[config.mk]
export PLATFORM = sky130hd
export DESIGN_NAME = seg_scan_mux
export DESIGN_NICKNAME = d
export VERILOG_FILES = /design/src/rtl/seg_scan_mux.sv
export SDC_FILE = /design/constraint.sdc
export NUM_CORES = 1
export LEC_CHECK = 0
export ABC_CLOCK_PERIOD_IN_PS = 2800
export CORE_MARGIN = 2
export CORE_UTILIZATION = 48
export DETAILED_ROUTE_END_ITERATION = 8
export GPL_TIMING_DRIVEN = 1
export PLACE_DENSITY = 0.84
export SETUP_SLACK_MARGIN = 0.3
export SLEW_MARGIN = 20
export SYNTH_ARGS = -nofsm -noshare
export SYNTH_HDL_FRONTEND = slang
export SYNTH_SLANG_ARGS = --single-unit
[constraint.sdc]
create_clock -name clk -period 2.8 [get_ports clk]
set_clock_uncertainty 0.15 [all_clocks]
set_input_delay 0.56 -clock clk [delete_from_list [all_inputs] [get_ports clk]]
set_output_delay 0.56 -clock clk [all_outputs]
set_load 0.005 [all_outputs]
[src/rtl/seg_scan_mux.sv]
// rtl/seg_scan_mux.sv - six-digit seven-segment scan driver with blanking, PWM, frame latching and blink
module seg_scan_mux #(
  parameter int SLOT_CYCLES  = 50000,
  parameter int BLANK_CYCLES = 500,
  parameter int BLINK_FRAMES = 40
) (
  input  logic       clk,
  input  logic       rst,
  input  logic [7:0] sec_u,
  input  logic [7:0] sec_t,
  input  logic [7:0] min_u,
  input  logic [7:0] min_t,
  input  logic [7:0] hrs_u,
  input  logic [7:0] hrs_t,
  input  logic [3:0] brightness,
  input  logic [5:0] blink_mask,
  output logic [7:0] seg,
  output logic [5:0] an,
  output logic       frame_start
);

  localparam int SW = $clog2(SLOT_CYCLES);
  localparam int FW = $clog2(BLINK_FRAMES + 1);

  logic [SW-1:0]   slot_cnt_q, slot_cnt_d;
  logic [2:0]      digit_q, digit_d;
  logic [3:0]      pwm_cnt_q, pwm_cnt_d;
  logic [FW-1:0]   frame_cnt_q, frame_cnt_d;
  logic            blink_phase_q, blink_phase_d;
  logic [5:0][7:0] shadow_pat_q, shadow_pat_d;
  logic [5:0]      shadow_mask_q, shadow_mask_d;
  logic [3:0]      shadow_bright_q, shadow_bright_d;
  logic [7:0]      seg_q, seg_d;
  logic [5:0]      an_q, an_d;
  logic            frame_start_q, frame_start_d;

  logic       slot_last;
  logic       capture;
  logic       enable;
  logic [5:0] digit_onehot;
  logic [7:0] cur_pat;

  always_comb begin
    slot_cnt_d      = slot_cnt_q;
    digit_d         = digit_q;
    pwm_cnt_d       = pwm_cnt_q;
    frame_cnt_d     = frame_cnt_q;
    blink_phase_d   = blink_phase_q;
    shadow_pat_d    = shadow_pat_q;
    shadow_mask_d   = shadow_mask_q;
    shadow_bright_d = shadow_bright_q;
    cur_pat         = 8'hFF;

    slot_last = (slot_cnt_q == SW'(SLOT_CYCLES - 1));
    capture   = (digit_q == 3'd0) && (slot_cnt_q == '0);

    slot_cnt_d = slot_last ? '0 : slot_cnt_q + 1'b1;
    if (slot_last) begin
      digit_d = (digit_q == 3'd5) ? 3'd0 : digit_q + 3'd1;
    end
    pwm_cnt_d = (pwm_cnt_q == 4'd14) ? 4'd0 : pwm_cnt_q + 4'd1;

    // Phase toggles on the same wrap that starts the next frame, so it lands together with the capture.
    if (slot_last && digit_q == 3'd5) begin
      if (frame_cnt_q == FW'(BLINK_FRAMES - 1)) begin
        frame_cnt_d   = '0;
        blink_phase_d = ~blink_phase_q;
      end else begin
        frame_cnt_d = frame_cnt_q + 1'b1;
      end
    end

    // Capture values are forwarded so the frame's first slot already shows the new patterns.
    if (capture) begin
      shadow_pat_d    = {hrs_t, hrs_u, min_t, min_u, sec_t, sec_u};
      shadow_mask_d   = blink_mask;
      shadow_bright_d = brightness;
    end

    case (digit_q)
      3'd0:    cur_pat = shadow_pat_d[0];
      3'd1:    cur_pat = shadow_pat_d[1];
      3'd2:    cur_pat = shadow_pat_d[2];
      3'd3:    cur_pat = shadow_pat_d[3];
      3'd4:    cur_pat = shadow_pat_d[4];
      3'd5:    cur_pat = shadow_pat_d[5];
      default: cur_pat = 8'hFF;
    endcase

    digit_onehot = 6'b000001 << digit_q;
    enable = (slot_cnt_q >= SW'(BLANK_CYCLES))
          && ((pwm_cnt_q < shadow_bright_d) || (shadow_bright_d == 4'd15))
          && !(blink_phase_q && |(shadow_mask_d & digit_onehot));

    seg_d         = cur_pat;
    an_d          = enable ? ~digit_onehot : 6'h3F;
    frame_start_d = capture;
  end

  always_ff @(posedge clk) begin
    if (rst) begin
      slot_cnt_q      <= '0;
      digit_q         <= 3'd0;
      pwm_cnt_q       <= 4'd0;
      frame_cnt_q     <= '0;
      blink_phase_q   <= 1'b0;
      shadow_pat_q    <= {6{8'hFF}};
      shadow_mask_q   <= 6'd0;
      shadow_bright_q <= 4'd0;
      seg_q           <= 8'hFF;
      an_q            <= 6'h3F;
      frame_start_q   <= 1'b0;
    end else begin
      slot_cnt_q      <= slot_cnt_d;
      digit_q         <= digit_d;
      pwm_cnt_q       <= pwm_cnt_d;
      frame_cnt_q     <= frame_cnt_d;
      blink_phase_q   <= blink_phase_d;
      shadow_pat_q    <= shadow_pat_d;
      shadow_mask_q   <= shadow_mask_d;
      shadow_bright_q <= shadow_bright_d;
      seg_q           <= seg_d;
      an_q            <= an_d;
      frame_start_q   <= frame_start_d;
    end
  end

  assign seg         = seg_q;
  assign an          = an_q;
  assign frame_start = frame_start_q;

endmodule

Yosys cells after proc, flatten, opt, wreduce, memory -nomap -nowiden
Cells that the tools add are included.

storage, ports and cells
  word-level logic and storage cells = 56
  register bits after elaboration = 103
  bits of input ports = 60
  output and inout bits = 15

cells by class
  equality and inequality tests = 9
  multiplexer cells = 6
  add/subtract/negate cells = 4
  shifts and indexed selects = 1
  order comparisons = 2
  bitwise gates (word level) = 4
  reductions and logical operators = 14

operators with widths
  operator                 count
  $mux W48                 1
  $pmux W8 S6              1
  $add A16 B1 Y16 const B  1
  $eq A16 B16 Y1 const B   1
  $ge A16 B9 Y1 const B    1
  $logic_not A16 Y1        1
  $mux W6                  2
  $eq A4 B4 Y1 const B     2
  $add A6 B1 Y6 const B    1
  $and A6 B6 Y6            1
  $eq A3 B2 Y1 const B     2
  $eq A3 B3 Y1 const B     2
  $eq A6 B6 Y1 const B     1
  $not A6 Y6               1
  $reduce_or A2 Y1         3
  $reduce_or A6 Y1         1
  $shl A1 B3 Y6 const A    1
  $logic_and A1 B1 Y1      5
  $add A4 B1 Y4 const B    1
  $lt A4 B4 Y1             1
  $mux W4                  1
  $add A3 B1 Y3 const B    1
  $eq A3 B1 Y1 const B     1
  $logic_not A3 Y1         1
  other kinds (5)          6

Depth between registers and ports, before layout
Gate-level depths: netlist of the first run.

  depth after elaboration = 10
  gate-level depth with buffers = 14
  depth with buffers taken out = 11

Worst setup path before layout of the first run
No wires, ideal clock.

  path kind = register to register
  start point = register slot_cnt_q[13]
  end point = register an_q[5], in the netlist an[5]
  clock period less this slack = 2761 ps
  library setup time = 141 ps
  path slack = 39 ps
  required time = 2509 ps
  path buffers = 2
  arrival time = 2470 ps
  cell stages (with the launch flop) = 13
  path through = dfxtp_1 -> or2_1 -> nor4_2 -> and4_1 -> buf_2 -> buf_4 -> mux2i_1 -> ha_1 -> o21ai_0 -> o21ai_0 -> mux2i_1 -> a211o_1 -> nand3_1

between the ends
  longest elaborated chain between the ends = 10
  elaborated cells on any way between the ends = 16
  those cells by class = 2 x order compare; 1 x eq/ne; 2 x mux; 2 x bitwise; 9 x reduce/logical

ends and longest elaborated chain
  item                                                                  RTL line  RTL
  from (decl)                                                           25        logic [SW-1:0] slot_cnt_q, slot_cnt_d;
  from (signal assigned)                                                114       slot_cnt_q <= slot_cnt_d;
  parallel branches: the longest is 7 deep, another holds $lt A4 B4 Y1  n/a
  $logic_and A1 B1 Y1 *                                                 93        && !(blink_phase_q && |(shadow_mask_d & digit_onehot));
  $not A1 Y1 (no source line) *                                         n/a
  $reduce_or A2 Y1 (no source line) *                                   n/a
  to (signal assigned)                                                  123       an_q <= an_d;
  to (decl)                                                             34        logic [5:0] an_q, an_d;

Mark *: on every way between the ends.
A chain may end at the register's enable or synchronous reset.

Final worst setup path of the first run
  start point = register slot_cnt_q[10]
  end point = register an_q[5], in the netlist an[5]

The elaborated chain is that of the path after synthesis.

==> metrics.md, run 1 <==
| Metric | Value |
|---|---|
| Hold_buf cts | `0` |
| Number of global-route vias before repair | `3823` |
| Fin util | `0.610` |
| Vias post-DR | `slightly below 4000` |
| Setup_tns | `0 ps` |
| Largest cells by area after synthesis | `dfxtp_1 46%, nand2_1 8.3%, nand3b_1 5.3%` |
| Final Wtd Congestion | `about 0.83` |
| Htree depth | `3` |
| Die Y-Extent | `101 um` |
| Ys async rst share | `0` |
| Antenna cell count | `0` |
| Top cells by count, synth | `103 x dfxtp_1, 100 x nand2_1, 49 x nor2_1` |
| Synthesized instance count | `528` |
| I/O pin total | `75` |
| Row count | `35` |
| Clock-pin slew on the worst setup and hold paths | `90 ps` |
| Die Area | `0.0102 mm2` |
| Post-synth top flop | `dfxtp_1` |
| Largest net degree at the start of global routing | `49` |
| Bufs on Longest Clock Path | `2` |
| Final nets | `between 600 and 700` |
| Status | `completed` |
| Worst-Margin Slew | `577 ps` |
| Crit-path leading delay family | `simple AND/OR/NAND/NOR gates` |
| R2r setup slk | `roughly 240 ps` |
| Slowest library cell on the worst path | `dfxtp_2` |
| Vias per std cell | `5.45` |
| Post-Syn Area per Cell | `8.56 um2` |
| Yosys warning total | `0` |
| Post-route ant nets | `0` |
| Net Sw Frac | `0.283` |
| Combinational share of power | `0.167` |
| RSZ-0062 raised after global routing | `yes` |
| Clock network power share | `0.290` |
| First-pass GRT wire length | `17500 um` |
| Total grt overflow | `0` |
| Worst vdd ir | `about 0.24 mV` |
| Delay of the slowest critical-path stage | `360 ps` |
| Fillers | `a little under 800` |
| Syn_nets | `596` |
| Post-synth EDFFs | `0` |
| Minimum clock period | `2560 ps` |
| Antenna violations before repair | `0` |
| Setup violators final | `0` |
| First-pass DRT Iterations | `5` |
| Final hold violations | `0` |
| Die Wd | `101 um` |
| Core area | `just over 0.009 mm2` |
| Area of the mapped netlist | `0.00452 mm2` |
| Seq/Total Area, Yosys | `0.456` |
| All-Layer GR Usage | `0.214` |
| Dpl ws | `161 ps` |
| CTS tree | `done` |
| Synth unique cells | `52` |
| Detail Placement HPWL | `7690 um` |
| Post-synth top area share | `0.456` |
| Count leader, synth | `dfxtp_1` |
| Worst path bufs/invs | `0` |
| Cell taking the most area after synthesis | `dfxtp_1` |
| Initial DRC Count | `between 200 and 250` |
| Leak | `2.17 nW` |
| MaxCap Viol Count | `0` |
| Final setup margin | `approximately 240 ps` |
| CTS buffer count | `9` |
| Residual DRC | `0` |
| Critical Path, Cell by Cell | `or2_4 -> nor4_4 -> and4_4 -> mux2i_4 -> ha_1 -> o21ai_1 -> o21ai_1 -> mux2i_1 -> a211o_1 -> nand3_1` |
| Worst Path Required | `2890 ps` |
| Setup Crit Path Kind | `flop to flop` |
| Starting Density | `0.491` |
| Seq pwr share | `0.543` |
| Layout cells sized above 1 | `0.0846` |
| Top cell by count, worst path | `o21ai_1` |
| Fmax | `391 MHz` |
| Area Growth Syn to Fin | `24.1%` |
| Clk sinks | `103` |
| Buffers on Ports | `74` |
| Psw | `859 uW` |
| Final WL | `10700 um` |
| Clk Latency, worst-skew pair | `roughly 390 ps` |
| Crit path capture type | `flop` |
| Clock root buffer | `clkbuf_8` |
| PwrDens | `541 mW/mm2` |
| Arr. time, crit path | `roughly 2600 ps` |
| P_int | `2.18 mW` |
| Wire per inst | `15.0 um` |
| Final Max Slew Viols | `0` |
| Rel. slew slack | `0.613` |
| Critical path startpoint category | `flop` |
| Class of the tightest hold or removal check | `input pin to flop` |
| Tcrit/Tclk final | `0.913` |
| Synthesized flop and latch total | `103` |
| Worst-path fanout max | `6` |
-- cell type report --
type                       instances  area [um2]  area share
clock buffer                      10         128      0.0228
timing repair buffer              90         856       0.153
clock inverter                     6        53.8     0.00959
tap                              111         139      0.0248
sequential                       103        2070       0.369
multi-input combinational        383        2320       0.414
inverter                          11        41.3     0.00736
-- worst register-to-register path, cell delays in order (launching register included) --
cell	delay, ps
dfxtp_2	360
or2_4	260
nor4_4	180
and4_4	320
mux2i_4	240
ha_1	260
o21ai_1	80
o21ai_1	80
mux2i_1	140
a211o_1	240
nand3_1	120
-- power groups by stage --
stage          Clock, mW  Sequential [mW]  Combinational, mW
2_1_floorplan          0             1.66              0.323
3_3_place_gp           0             1.67              0.476
3_5_place_dp           0             1.68              0.494
4_1_cts            0.892             1.65              0.505
5_1_grt            0.946             1.66              0.566
6_report           0.880             1.65              0.508
-- per-stage QoR --
step | hold slack, ps | std cells | power (mW) | instance area [um2]
floorplan | 278 | 528 | 1.98 | 4550
global placement | 286 | 695 | 2.15 | 5380
detailed placement | 297 | 695 | 2.17 | 5380
CTS | 275 | 713 | 3.04 | 5590
global route | 285 | 714 | 3.17 | 5610
finish | 282 | 714 | 3.04 | 5610
-- flip-flops by register name, summed over array words and instances, names as in the netlist --
name and cells:
shadow_pat_q 48, slot_cnt_q 16, seg 8, an 6, frame_cnt_q 6, shadow_mask_q 6, pwm_cnt_q 4, shadow_bright_q 4
digit_q 3, blink_phase_q 1, frame_start 1
-- cells in the final DEF, fill, tap and decap left out, types with 13 or more instances in the layout --
cell type / n
nand3b_1: 32
nand2b_1: 13
nand3_1: 20
nor2_1: 49
nand2_1: 100
o21ai_0: 13
clkdlybuf4s50_1: 73
dfxtp_1: 99
a21oi_1: 23
mux2i_1: 17
buf_4: 16
-- path summary, 6_finish.rpt --
check / from / to / depth (start not counted)
setup / recovery: slot_cnt_q[10]$_SDFF_PP0_ / an[5]$_SDFF_PP1_ / 10
hold / removal: rst / shadow_mask_q[0]$_SDFF_PP0_ / 2
setup reg to reg: slot_cnt_q[10]$_SDFF_PP0_ / an[5]$_SDFF_PP1_ / 10
hold reg to reg: shadow_mask_q[3]$_SDFF_PP0_ / shadow_mask_q[3]$_SDFF_PP0_ / 2
-- timing repair --
action                                  CTS  global route
endpoints found under the setup margin   14            18
gates resized for setup                   6             2
pin swaps                                 3             2
setup buffers                             2             1
gates cloned                              0             0
-- routing by layer --
| layer | part of all wire | up-vias | GRT usage |
|---|---|---|---|
| met5 | 0 | - | 0 |
| met4 | 0.024 | 0 | 0.0894 |
| met3 | 0.052 | 23 | 0.0451 |
| met2 | 0.47 | 118 | 0.346 |
| met1 | 0.45 | 1812 | 0.278 |
| li1 | - | 1940 | - |
-- cells by family (layout without fill, tap and decap cells) --
family,after synthesis,count (layout),synth area share
flip-flops,103,103,0.456
AND/OR/NAND/NOR,260,260,0.292
multiplexers,25,25,0.0573
buffers and inverters,42,117,0.0379
AO/OA/AOI/OAI,72,72,0.0994
XOR/XNOR,18,18,0.0349
adder cells (fa/ha/maj),8,8,0.0222
(Power assumes the default switching activity.)
==> inputs of run 2 (changes only) <==
Settings changed: CTS_CLUSTER_SIZE set to 14.
==> results of run 2 <==
Same layout as run 1: the final DEF is identical, and so are final timing and power.
